==> src/rtl/ps2_rx_fifo.sv <==
// PS/2 device-to-host receiver: synchronises and glitch-filters the PS/2 lines, deserialises
// 11-bit frames, checks start/parity/stop and queues good bytes in a small show-ahead FIFO.
module ps2_rx_fifo #(
   parameter int FILTER_LEN  = 8,
   parameter int TIMEOUT_CYC = 100000,
   parameter int FIFO_AW     = 2
) (
   input  logic       sys_clk,
   input  logic       sys_rst_n,
   input  logic       ps2_clk,
   input  logic       ps2_data,
   input  logic       rd_en,
   output logic [7:0] rd_data,
   output logic       rd_valid,
   output logic       frame_err,
   output logic       overflow,
   output logic       busy
);

   localparam int DEPTH = 2 ** FIFO_AW;
   localparam int FW    = $clog2(FILTER_LEN + 1);
   localparam int TW    = $clog2(TIMEOUT_CYC + 1);

   typedef enum logic [1:0] {
      IDLE,
      SHIFT,
      CHECK
   } state_t;

   logic          clk_s1, clk_s2, dat_s1, dat_s2;
   logic          clk_f, clk_f_d, fall;
   logic [FW-1:0] flt_cnt;

   state_t        state;
   logic [3:0]    bit_cnt;
   logic [TW-1:0] tmo;
   logic [7:0]    shift_reg;
   logic          par_bit, stop_bit;
   logic          frame_good, push;

   logic [7:0]         mem [DEPTH];
   logic [FIFO_AW-1:0] wr_ptr, rd_ptr;
   logic [FIFO_AW:0]   count;
   logic               full, do_pop, wr_ok;

   // The filtered clock only follows the synced line after FILTER_LEN consecutive
   // disagreeing samples, so shorter glitches never reach the edge detector.
   always_ff @(posedge sys_clk) begin
      if (!sys_rst_n) begin
         clk_s1  <= 1'b1;
         clk_s2  <= 1'b1;
         dat_s1  <= 1'b1;
         dat_s2  <= 1'b1;
         clk_f   <= 1'b1;
         clk_f_d <= 1'b1;
         fall    <= 1'b0;
         flt_cnt <= '0;
      end else begin
         clk_s1  <= ps2_clk;
         clk_s2  <= clk_s1;
         dat_s1  <= ps2_data;
         dat_s2  <= dat_s1;
         clk_f_d <= clk_f;
         fall    <= clk_f_d & ~clk_f;
         if (clk_s2 != clk_f) begin
            if (flt_cnt == FW'(FILTER_LEN - 1)) begin
               clk_f   <= clk_s2;
               flt_cnt <= '0;
            end else begin
               flt_cnt <= flt_cnt + 1'b1;
            end
         end else begin
            flt_cnt <= '0;
         end
      end
   end

   assign frame_good = (^shift_reg ^ par_bit) & stop_bit;
   assign push       = (state == CHECK) & frame_good;

   // Bits 0-7 shift in LSB first, bit 8 is parity, bit 9 is stop; a stalled
   // frame is abandoned once the line has been quiet for TIMEOUT_CYC cycles.
   always_ff @(posedge sys_clk) begin
      if (!sys_rst_n) begin
         state     <= IDLE;
         bit_cnt   <= '0;
         tmo       <= '0;
         shift_reg <= '0;
         par_bit   <= 1'b0;
         stop_bit  <= 1'b0;
         frame_err <= 1'b0;
         busy      <= 1'b0;
      end else begin
         frame_err <= 1'b0;
         case (state)
            IDLE: begin
               if (fall && !dat_s2) begin
                  state   <= SHIFT;
                  busy    <= 1'b1;
                  bit_cnt <= '0;
                  tmo     <= '0;
               end
            end
            SHIFT: begin
               if (fall) begin
                  tmo     <= '0;
                  bit_cnt <= bit_cnt + 1'b1;
                  if (bit_cnt < 4'd8) begin
                     shift_reg <= {dat_s2, shift_reg[7:1]};
                  end else if (bit_cnt == 4'd8) begin
                     par_bit <= dat_s2;
                  end else begin
                     stop_bit <= dat_s2;
                     state    <= CHECK;
                  end
               end else if (tmo == TW'(TIMEOUT_CYC - 1)) begin
                  state     <= IDLE;
                  busy      <= 1'b0;
                  frame_err <= 1'b1;
               end else begin
                  tmo <= tmo + 1'b1;
               end
            end
            CHECK: begin
               state <= IDLE;
               busy  <= 1'b0;
               if (!frame_good) begin
                  frame_err <= 1'b1;
               end
            end
            default: begin
               state <= IDLE;
               busy  <= 1'b0;
            end
         endcase
      end
   end

   assign full     = (count == (FIFO_AW + 1)'(DEPTH));
   assign rd_valid = (count != '0);
   assign do_pop   = rd_en & rd_valid;
   assign wr_ok    = push & (~full | do_pop);
   assign rd_data  = mem[rd_ptr];

   // A push into a full FIFO is still accepted when a pop frees the head slot in the same cycle.
   always_ff @(posedge sys_clk) begin
      if (!sys_rst_n) begin
         for (int i = 0; i < DEPTH; i++) begin
            mem[i] <= '0;
         end
         wr_ptr   <= '0;
         rd_ptr   <= '0;
         count    <= '0;
         overflow <= 1'b0;
      end else begin
         overflow <= push & full & ~do_pop;
         if (wr_ok) begin
            mem[wr_ptr] <= shift_reg;
            wr_ptr      <= wr_ptr + 1'b1;
         end
         if (do_pop) begin
            rd_ptr <= rd_ptr + 1'b1;
         end
         if (wr_ok && !do_pop) begin
            count <= count + 1'b1;
         end else if (!wr_ok && do_pop) begin
            count <= count - 1'b1;
         end
      end
   end

endmodule

==> config.mk <==
export PLATFORM = sky130hd
export DESIGN_NAME = ps2_rx_fifo
export DESIGN_NICKNAME = d
export VERILOG_FILES = /design/src/rtl/ps2_rx_fifo.sv
export SDC_FILE = /design/constraint.sdc
export NUM_CORES = 1
export LEC_CHECK = 0
export BUFFER_PORTS_ARGS = -buffer_cell sky130_fd_sc_hd__buf_2
export CORE_MARGIN = 3
export CORE_UTILIZATION = 42
export CTS_BUF_LIST = sky130_fd_sc_hd__clkbuf_4 sky130_fd_sc_hd__clkbuf_8 sky130_fd_sc_hd__clkbuf_16
export DETAILED_ROUTE_END_ITERATION = 6
export MAX_ROUTING_LAYER = met4
export PLACE_DENSITY = 0.55
export SLEW_MARGIN = 20
export SYNTH_ARGS = -nofsm -noshare
export SYNTH_HDL_FRONTEND = slang
export SYNTH_SLANG_ARGS = --single-unit
==> constraint.sdc <==
create_clock -name sys_clk -period 6.47 [get_ports sys_clk]
set_input_delay 0.9705 -clock sys_clk [delete_from_list [all_inputs] [get_ports sys_clk]]
set_output_delay 0.9705 -clock sys_clk [all_outputs]
set_load 0.01 [all_outputs]
==> results of run 1 <==
-- worst max path at each step --
| stage | startpoint | endpoint | slack, ns | depth (start not counted) |
|---|---|---|---|---|
| 2_1_floorplan | sys_rst_n | mem[1][0] | 3.57 | 4 |
| 3_3_place_gp | sys_rst_n | mem[1][1] | 2.97 | 4 |
| 3_5_place_dp | sys_rst_n | mem[1][3] | 2.90 | 4 |
| 4_1_cts | sys_rst_n | mem[1][3] | 3.28 | 4 |
| 5_1_grt | shift_reg[2] | count[2] | 3.29 | 10 |
| 6_report | shift_reg[2] | count[2] | 3.51 | 10 |
-- cells in the final DEF (no fill, tap or decap), drive strengths merged, types with 3 or more instances in the layout --
cell    count
nand3      18
mux4        8
and4        3
inv        18
nor4        6
or3         8
nor2       37
clkinv      3
and2       33
nand2      18
buf        17
edfxtp     32
mux2i      11
o21ai      16
and3        4
clkbuf      9
xnor2       8
a21oi      15
nand2b      7
a21o        3
ha          8
nor3        4
or4         5
nand4       4
dfxtp      56
o22ai       4
xor2       11
-- stage by stage --
| stage | hold WS, ns | total power [W] |
|---|---|---|
| after floorplan | 0.386 | 0.000738 |
| after global placement | 0.395 | 0.000775 |
| after detailed placement | 0.397 | 0.000777 |
| after CTS | 0.418 | 0.00112 |
| after global routing | 0.442 | 0.00116 |
| final | 0.413 | 0.00111 |
-- per-layer routing --
metal	wire length, um	up-vias
met5	0	-
met4	161	0
met3	165	14
met2	3640	26
met1	3600	1265
li1	-	1378
-- area by class of cell --
| cell class | instances | area share (%) |
|---|---|---|
| clock inverters | 7 | 1.22 |
| flip-flops and latches | 88 | 47.2 |
| multi-input cells | 260 | 41.7 |
| repair buffers | 17 | 1.99 |
| clock buffers | 9 | 2.81 |
| inverters | 16 | 1.36 |
| well taps | 129 | 3.66 |
-- kinds of logic (layout without fill, tap and decap cells) --
group | Yosys count | after routing
DFF | 88 | 88
muxes | 20 | 20
xor gates and xnor gates | 20 | 20
buffers and inverters | 28 | 49
and+or+nand+nor | 157 | 157
AOI/OAI and AO/OA | 54 | 54
adders and majority gates | 9 | 9
-- report_power, final --
group	switching, W	internal [W]	total (W)
logic	0.0000645	0.0000731	0.000138
registers	0.0000288	0.000596	0.000625
clock network	0.000206	0.000142	0.000349
total	0.000300	0.000811	0.00111
-- critical path, stage by stage, from the launching register on --
cell     delay [ns]
dfxtp_1        0.48
xor2_1         0.17
xnor3_2        0.45
xnor2_2        0.29
nor2_1         0.24
ha_1           0.21
inv_1          0.06
fa_1           0.37
xor2_1         0.16
or3_1          0.30
a21oi_1        0.14
==> impl_metrics.tcl, run 1 <==
set metrics [dict create \
    clk_latency_ns 0.36 \
    maxSlewHeadroom_pct 29.6 \
    synth_seq_cells 88 \
    viasPerCell 5.10 \
    worst_slew_pin_slew_ns 1.05 \
    place_ws_ns 2.90 \
    largest_reg_flops 32 \
    route.vias.total 2683 \
    p_leak_nw 1.65 \
    yosysMostFrequentCell "dfxtp_1" \
    layout-drive-gt1-share_pct 13.9 \
    syn-instance-count 376 \
    synth_fa_ha_area_share_pct 2.97 \
    grt_pass1_vias 2669 \
    gr-max-usage-layer "met2" \
    stdcell_area_sq_mm 0.00441 \
    grtUsageMet2_pct 25.2 \
    synth-edff-count 32 \
    min_from "clk_f_d" \
    crit_fanout 13 \
    ys.flop_type "dfxtp_1" \
    synth_warnings 0 \
    tritoncts "yes" \
    ir_drop_v 0.0000947 \
    use_met3_pct 2.30 \
    post-route-util_pct 47.5 \
    drt_iter0_drc 87 \
    start_kind "flip-flop" \
    required_ns 6.75 \
    grt_overflow_total 0 \
    yosys.area_share.simple_pct 21.7 \
    endpoint_kind "flip-flop" \
    io_buffers 16 \
    n_antenna_cell 0 \
    rows 35 \
    cap_violations 0 \
    synthDistinctLibCells 59 \
    placedCellCount 510 \
    rsz0062_at_grt "false" \
    pwr_density_cell_mw_per_mm2 252 \
    grt_util_met1_pct 18.7 \
    cts_buffer_depth 2 \
    antenna_found_initial 0 \
    synth_area_leaders "dfxtp_1, edfxtp_1, and2_1, mux4_2, nor2_1" \
    grt_max_degree 29 \
    hold_viol_final 0 \
    nFillCells 909 \
    area_growth_pct 9.11 \
    ff2ff_setup_slack_ns 3.51 \
    die-width_um 104 \
    fp.dieH_um 104 \
    cts.sinks 88 \
    setup_ws_ns 3.51 \
    hp-class "reg2reg" \
    cts_hold_buf 0 \
    fin_cells 526 \
    crit_type "reg2reg" \
    min_to "fall" \
    placed_area_sq_mm 0.00423 \
    min_period_over_period_pct 45.8 \
    grt_pass1_wl_um 13000 \
    postRouteAntennaNets 0 \
    yosys.area.top_type_share_pct 27.8 \
    synth_largest_area_cell "dfxtp_1" \
    tns_ns 0 \
    numCtsBuffers 9 \
    arrival_ns 3.24 \
    cts_resized 0 \
    period_minus_slack_ns 2.96 \
    ios 17 \
    track_usage_pct 15.2 \
    status "finished clean" \
    synth_top_family_by_area "simple AND/OR/NAND/NOR gates" \
    root_buffer "clkbuf_8" \
    gp_congestion 0.788 \
    synth_common_cells "dfxtp_1, nor2_1, edfxtp_1" \
    synth-xor-area-share_pct 4.89 \
    drc 0 \
    core_sq_mm 0.00928 \
    dp_hpwl_um 5370 \
    fin_nets 406 \
    skew_ns 0.00963 \
    htreeDepth 3 \
    max_freq_ghz 0.338 \
    wirelength_um 7570 \
    hold_depth 2 \
    start_util_pct 43.5 \
    syn_area_sq_mm 0.00404 \
    reg2reg_depth 10 \
    finalMaxSlewViolations 0 \
    post_cts_buffers 0 \
    mappedNetlistNets 390 \
    regArea_sq_mm 0.00208 \
    synth_compound_area_share_pct 8.49 \
    avgRoutedWirePerCell_um 14.4 \
    synth.mux.area_fraction_pct 7.47 \
    final-setup-viol-count 0 \
    rr_endpoint "count[2]" \
    multi_input_area_sq_mm 0.00184 \
    r2r_start "shift_reg[2]" \
    syn_area_per_cell_sq_um 10.7 \
    yosysSeqAreaShare_pct 51.5 \
    die-area_sq_mm 0.0108 \
    async_flop_share_pct 0 \
    dr.pass1.iters 4 \
    clk_pin_slew_ns 0.09 \
]
Power figures use the tool's default switching activity.
==> run 2, diff against run 1 <==
clock period = 3 ns   (was 6.47 ns; I/O delays follow)
==> impl_metrics.tcl, run 2 (synthesized netlist as in run 1, its figures left out) <==
set metrics [dict create \
    status "finished clean" \
    ir_drop_v 0.000225 \
    largest_reg_flops 32 \
    grt_overflow_total 0 \
    numCtsBuffers 9 \
    crit_start "shift_reg[1]" \
    fp.dieH_um 104 \
    min_period_over_period_pct 93.1 \
    wirelength_um 7670 \
    antenna_found_initial 0 \
    area_growth_pct 11.2 \
    layout_common_cells "dfxtp_1, nor2_1, edfxtp_1, and2_1" \
    die-area_sq_mm 0.0108 \
    power.internal_w 0.00192 \
    min_from "ps2_data" \
    htreeDepth 3 \
    core_sq_mm 0.00928 \
    track_usage_pct 15.5 \
    root_buffer "clkbuf_8" \
    crit_fanout 7 \
    place_ws_ns 0.217 \
    fin_nets 412 \
    seqPwrFrac_pct 52.9 \
    nFillCells 903 \
    cts_buffer_depth 2 \
    grt_max_degree 28 \
    clk_pin_slew_ns 0.09 \
    endpoint_kind "flip-flop" \
    period_minus_slack_ns 2.79 \
    hold_viol_final 0 \
    arrival_ns 3.07 \
    maxSlewHeadroom_pct 52.2 \
    grt_pass1_wl_um 13200 \
    setup_ws_ns 0.207 \
    pwr_density_cell_mw_per_mm2 567 \
    dp_hpwl_um 5490 \
    dr.pass1.iters 4 \
    rsz0062_at_grt "false" \
    viasPerCell 5.11 \
    hp-class "in2reg" \
    drt_iter0_drc 78 \
    grt_pass1_vias 2738 \
    final-setup-viol-count 0 \
    start_util_pct 43.5 \
    n_antenna_cell 0 \
    fin_cells 532 \
    p_leak_nw 1.70 \
    tritoncts "yes" \
    finalMaxSlewViolations 0 \
    r2r_start "shift_reg[1]" \
    final_common_cell "dfxtp_1" \
    cap_violations 0 \
    postRouteAntennaNets 0 \
    p_total_w 0.00255 \
    ios 17 \
    layout-drive-gt1-share_pct 15.1 \
    post_cts_buffers 0 \
    crit_type "reg2reg" \
    cts_resized 0 \
    cts_hold_buf 0 \
    clk_latency_ns 0.35 \
    io_buffers 16 \
    route.vias.total 2720 \
    start_kind "flip-flop" \
    gp_congestion 0.788 \
    cts.sinks 88 \
    die-width_um 104 \
    skew_ns 0.0116 \
    switching_share_pct 24.8 \
    placedCellCount 516 \
    drc 0 \
    avgRoutedWirePerCell_um 14.4 \
    power_frac_comb_pct 11.9 \
    tns_ns 0 \
    required_ns 3.27 \
    clkPwrFrac_pct 35.3 \
    worst_slew_pin_slew_ns 0.717 \
    holdWs_ns 0.286 \
    p_sw_w 0.000631 \
    max_freq_ghz 0.358 \
    rows 35 \
]
==> run 2: cell count changes in the layout (fill, tap and decap cells not counted) <==
| cell | previous run | this run |
|---|---|---|
| bufinv_16 | 0 | 2 |
| o21ai_1 | 2 | 0 |
| buf_4 | 1 | 7 |
| clkinvlp_2 | 0 | 1 |
| clkinvlp_4 | 2 | 0 |
| o21ai_0 | 13 | 15 |
| inv_6 | 2 | 1 |
==> run 2: area by class of cell <==
cell class	count	area, sq um	share of cell area [%]
Clock buffer	9	124	2.76
Clock inverter	7	95.1	2.12
Multi-Input combinational cell	260	1840	40.9
Sequential cell	88	2080	46.3
Inverter	16	60.1	1.34
Timing Repair Buffer	23	133	2.95
Tap cell	129	161	3.59
==> run 2: final timing paths <==
path	to	slack, ns	cells past startpoint
worst min register to register	clk_s2	0.41	1
worst min-delay path	dat_s1	0.29	2
worst max-delay path	count[2]	0.21	10
worst max register to register	count[2]	0.21	10
==> run 2: critical path, cell delays in order, from the launching register on <==
cell,delay [ns]
dfxtp_1,0.44
xor2_1,0.18
xnor3_2,0.45
xnor2_2,0.16
nor2_1,0.21
ha_1,0.23
inv_1,0.06
fa_1,0.37
xor2_1,0.16
or3_1,0.30
a21oi_1,0.14
==> run 2: power by group through the flow <==
stage / Combinational, W / Sequential (W) / Clock [W]
2_1_floorplan: 0.000254 / 0.00134 / 0
3_3_place_gp: 0.000301 / 0.00138 / 0
3_5_place_dp: 0.000306 / 0.00138 / 0
4_1_cts: 0.000307 / 0.00135 / 0.000926
5_1_grt: 0.000331 / 0.00136 / 0.000985
6_report: 0.000302 / 0.00135 / 0.000899
==> run 2: per-stage QoR <==
stage	instance area, sq um	utilization, %
CTS	4490	48.4
finish	4490	48.4
floorplan	4040	-
global placement	4270	46.0
detailed placement	4270	46.0
global route	4490	48.4
==> run 2: layer usage <==
| metal | GRT usage, % | share of wire (%) | wire, um |
|---|---|---|---|
| met4 | 5.70 | 1.3 | 102 |
| met5 | - | 0 | 0 |
| met1 | 18.7 | 48 | 3700 |
| met2 | 26.3 | 48 | 3690 |
| met3 | 2.36 | 2.3 | 179 |
==> run 3, diff against run 2 <==
CELL_PAD_IN_SITES_DETAIL_PLACEMENT = 1   (was default)
CELL_PAD_IN_SITES_GLOBAL_PLACEMENT = 1   (was default)
CORE_ASPECT_RATIO = 1.75   (was default)
PLACE_DENSITY = 0.66   (was 0.55)
==> impl_metrics.tcl, run 3 (synthesized netlist as in run 1, its figures left out) <==
set metrics [dict create \
    ir_drop_v 0.000313 \
    hold_viol_final 0 \
    reg2reg_depth 10 \
    cp_slowest_cell "xnor3_2" \
    layout-drive-gt1-share_pct 15.6 \
    tns_ns 0 \
    rows 46 \
    dp_hpwl_um 6610 \
    antenna_found_initial 0 \
    cts_buffer_depth 2 \
    grt_util_met1_pct 18.0 \
    arrival_ns 3.09 \
    endpoint_kind "flip-flop" \
    die-width_um 80.1 \
    multi_input_area_sq_mm 0.00184 \
    clk_pin_slew_ns 0.06 \
    max_freq_ghz 0.355 \
    largest_reg_flops 32 \
    skew_ns 0.00634 \
    drt_iter0_drc 130 \
    hold_depth 2 \
    cts_hold_buf 0 \
    min_from "ps2_clk" \
    area_growth_pct 13.8 \
    gr-max-usage-layer "met2" \
    root_buffer "clkbuf_16" \
    nFillCells 1016 \
    p_total_w 0.00285 \
    finalMaxSlewViolations 0 \
    die-area_sq_mm 0.0109 \
    numCtsBuffers 9 \
    cts_resized 0 \
    final_common_cell "dfxtp_1" \
    r2r_start "shift_reg[2]" \
    track_usage_pct 18.4 \
    worst_slew_pin_slew_ns 0.662 \
    rsz0062_at_grt "false" \
    route.vias.total 2814 \
    crit_type "reg2reg" \
    hp-class "in2reg" \
    tritoncts "yes" \
    crit_family "XOR/XNOR gates" \
    cp_common_cell "xor2_1" \
    core_sq_mm 0.00921 \
    start_kind "flip-flop" \
    ios 17 \
    pwr_density_cell_mw_per_mm2 619 \
    n_antenna_cell 0 \
    grt_pass1_wl_um 14700 \
    avgRoutedWirePerCell_um 16.7 \
    required_ns 3.28 \
    grt_max_degree 28 \
    gp_congestion 0.812 \
    crit_chain "xor2_1, xnor3_2, xnor2_2, nor2_1, ha_1, inv_1, fa_1, xor2_1, or3_1, a21oi_1" \
    min_period_over_period_pct 93.8 \
    wirelength_um 8790 \
    dr.pass1.iters 4 \
    viasPerCell 5.36 \
    io_buffers 16 \
    htreeDepth 3 \
    p_leak_nw 1.76 \
    grt_pass1_vias 2960 \
    cts.sinks 88 \
    postRouteAntennaNets 0 \
    post_cts_buffers 0 \
    use_met3_pct 3.99 \
    start_util_pct 43.9 \
    path_buf_inv 1 \
    grt_overflow_total 0 \
    status "finished clean" \
    layout_common_cells "dfxtp_1, nor2_1, edfxtp_1, and2_1" \
    drc 0 \
    rr_endpoint "count[2]" \
    final-setup-viol-count 0 \
    crit_start "shift_reg[2]" \
    clk_latency_ns 0.34 \
    regArea_sq_mm 0.00208 \
    crit_fanout 7 \
    maxSlewHeadroom_pct 55.6 \
    fin_nets 414 \
    period_minus_slack_ns 2.81 \
    cap_violations 0 \
    fp.dieH_um 136 \
    slowest_delay_ns 0.48 \
    grtUsageMet2_pct 33.6 \
    ff2ff_setup_slack_ns 0.19 \
    min_to "clk_s1" \
]
-- run 3: cell count changes in the layout (fill, tap and decap cells not counted) --
cell / delta
clkbuf_16: +9
clkbuf_8: -9
buf_4: +2
clkbuf_4: +2
clkinv_4: -2
clkinvlp_2: -1
clkinvlp_4: +1
-- run 3: report_power, final --
part	internal, W	total (W)	leakage (nW)	switching [W]
Clock	0.000748	0.00119	0.155	0.000444
Sequential	0.00129	0.00135	0.783	0.0000650
Combinational	0.000161	0.000304	0.818	0.000143
Total	0.00220	0.00285	1.76	0.000651
-- run 3: through the flow --
| step | instances | utilization [%] | area (sq um) | hold WS [ns] | setup slack [ns] |
|---|---|---|---|---|---|
| 3_5_place_dp | 509 | 46.5 | 4280 | 0.400 | 0.171 |
| 2_1_floorplan | 376 | - | 4040 | 0.386 | 0.317 |
| 4_1_cts | 525 | 49.9 | 4600 | 0.285 | 0.151 |
| 6_report | 525 | 49.9 | 4600 | 0.293 | 0.186 |
| 3_3_place_gp | 509 | 46.5 | 4280 | 0.388 | 0.316 |
| 5_1_grt | 525 | 49.9 | 4600 | 0.293 | 0.00116 |
-- run 3: layout make-up --
| type | count | area share, % |
|---|---|---|
| repair buffers | 25 | 3.21 |
| multi-input cells | 260 | 40.0 |
| flip-flops and latches | 88 | 45.3 |
| well taps | 120 | 3.27 |
| clock buffers | 11 | 5.22 |
| inverters | 16 | 1.31 |
| clock inverters | 5 | 1.74 |
-- run 3: how the worst max path moves through the flow --
stage / to / slack, ns / cells past startpoint
2_1_floorplan: count[2] / 0.32 / 11
3_3_place_gp: count[2] / 0.32 / 10
3_5_place_dp: count[2] / 0.17 / 10
4_1_cts: count[2] / 0.15 / 10
5_1_grt: count[2] / 0.001 / 10
6_report: count[2] / 0.19 / 10
-- run 3: layer usage --
layer  part of all wire (%)  vias to the layer above
met1                     37                     1370
li1                       -                     1389
met4                    3.1                        0
met3                    2.8                       23
met2                     57                       32
met5                      0                        -
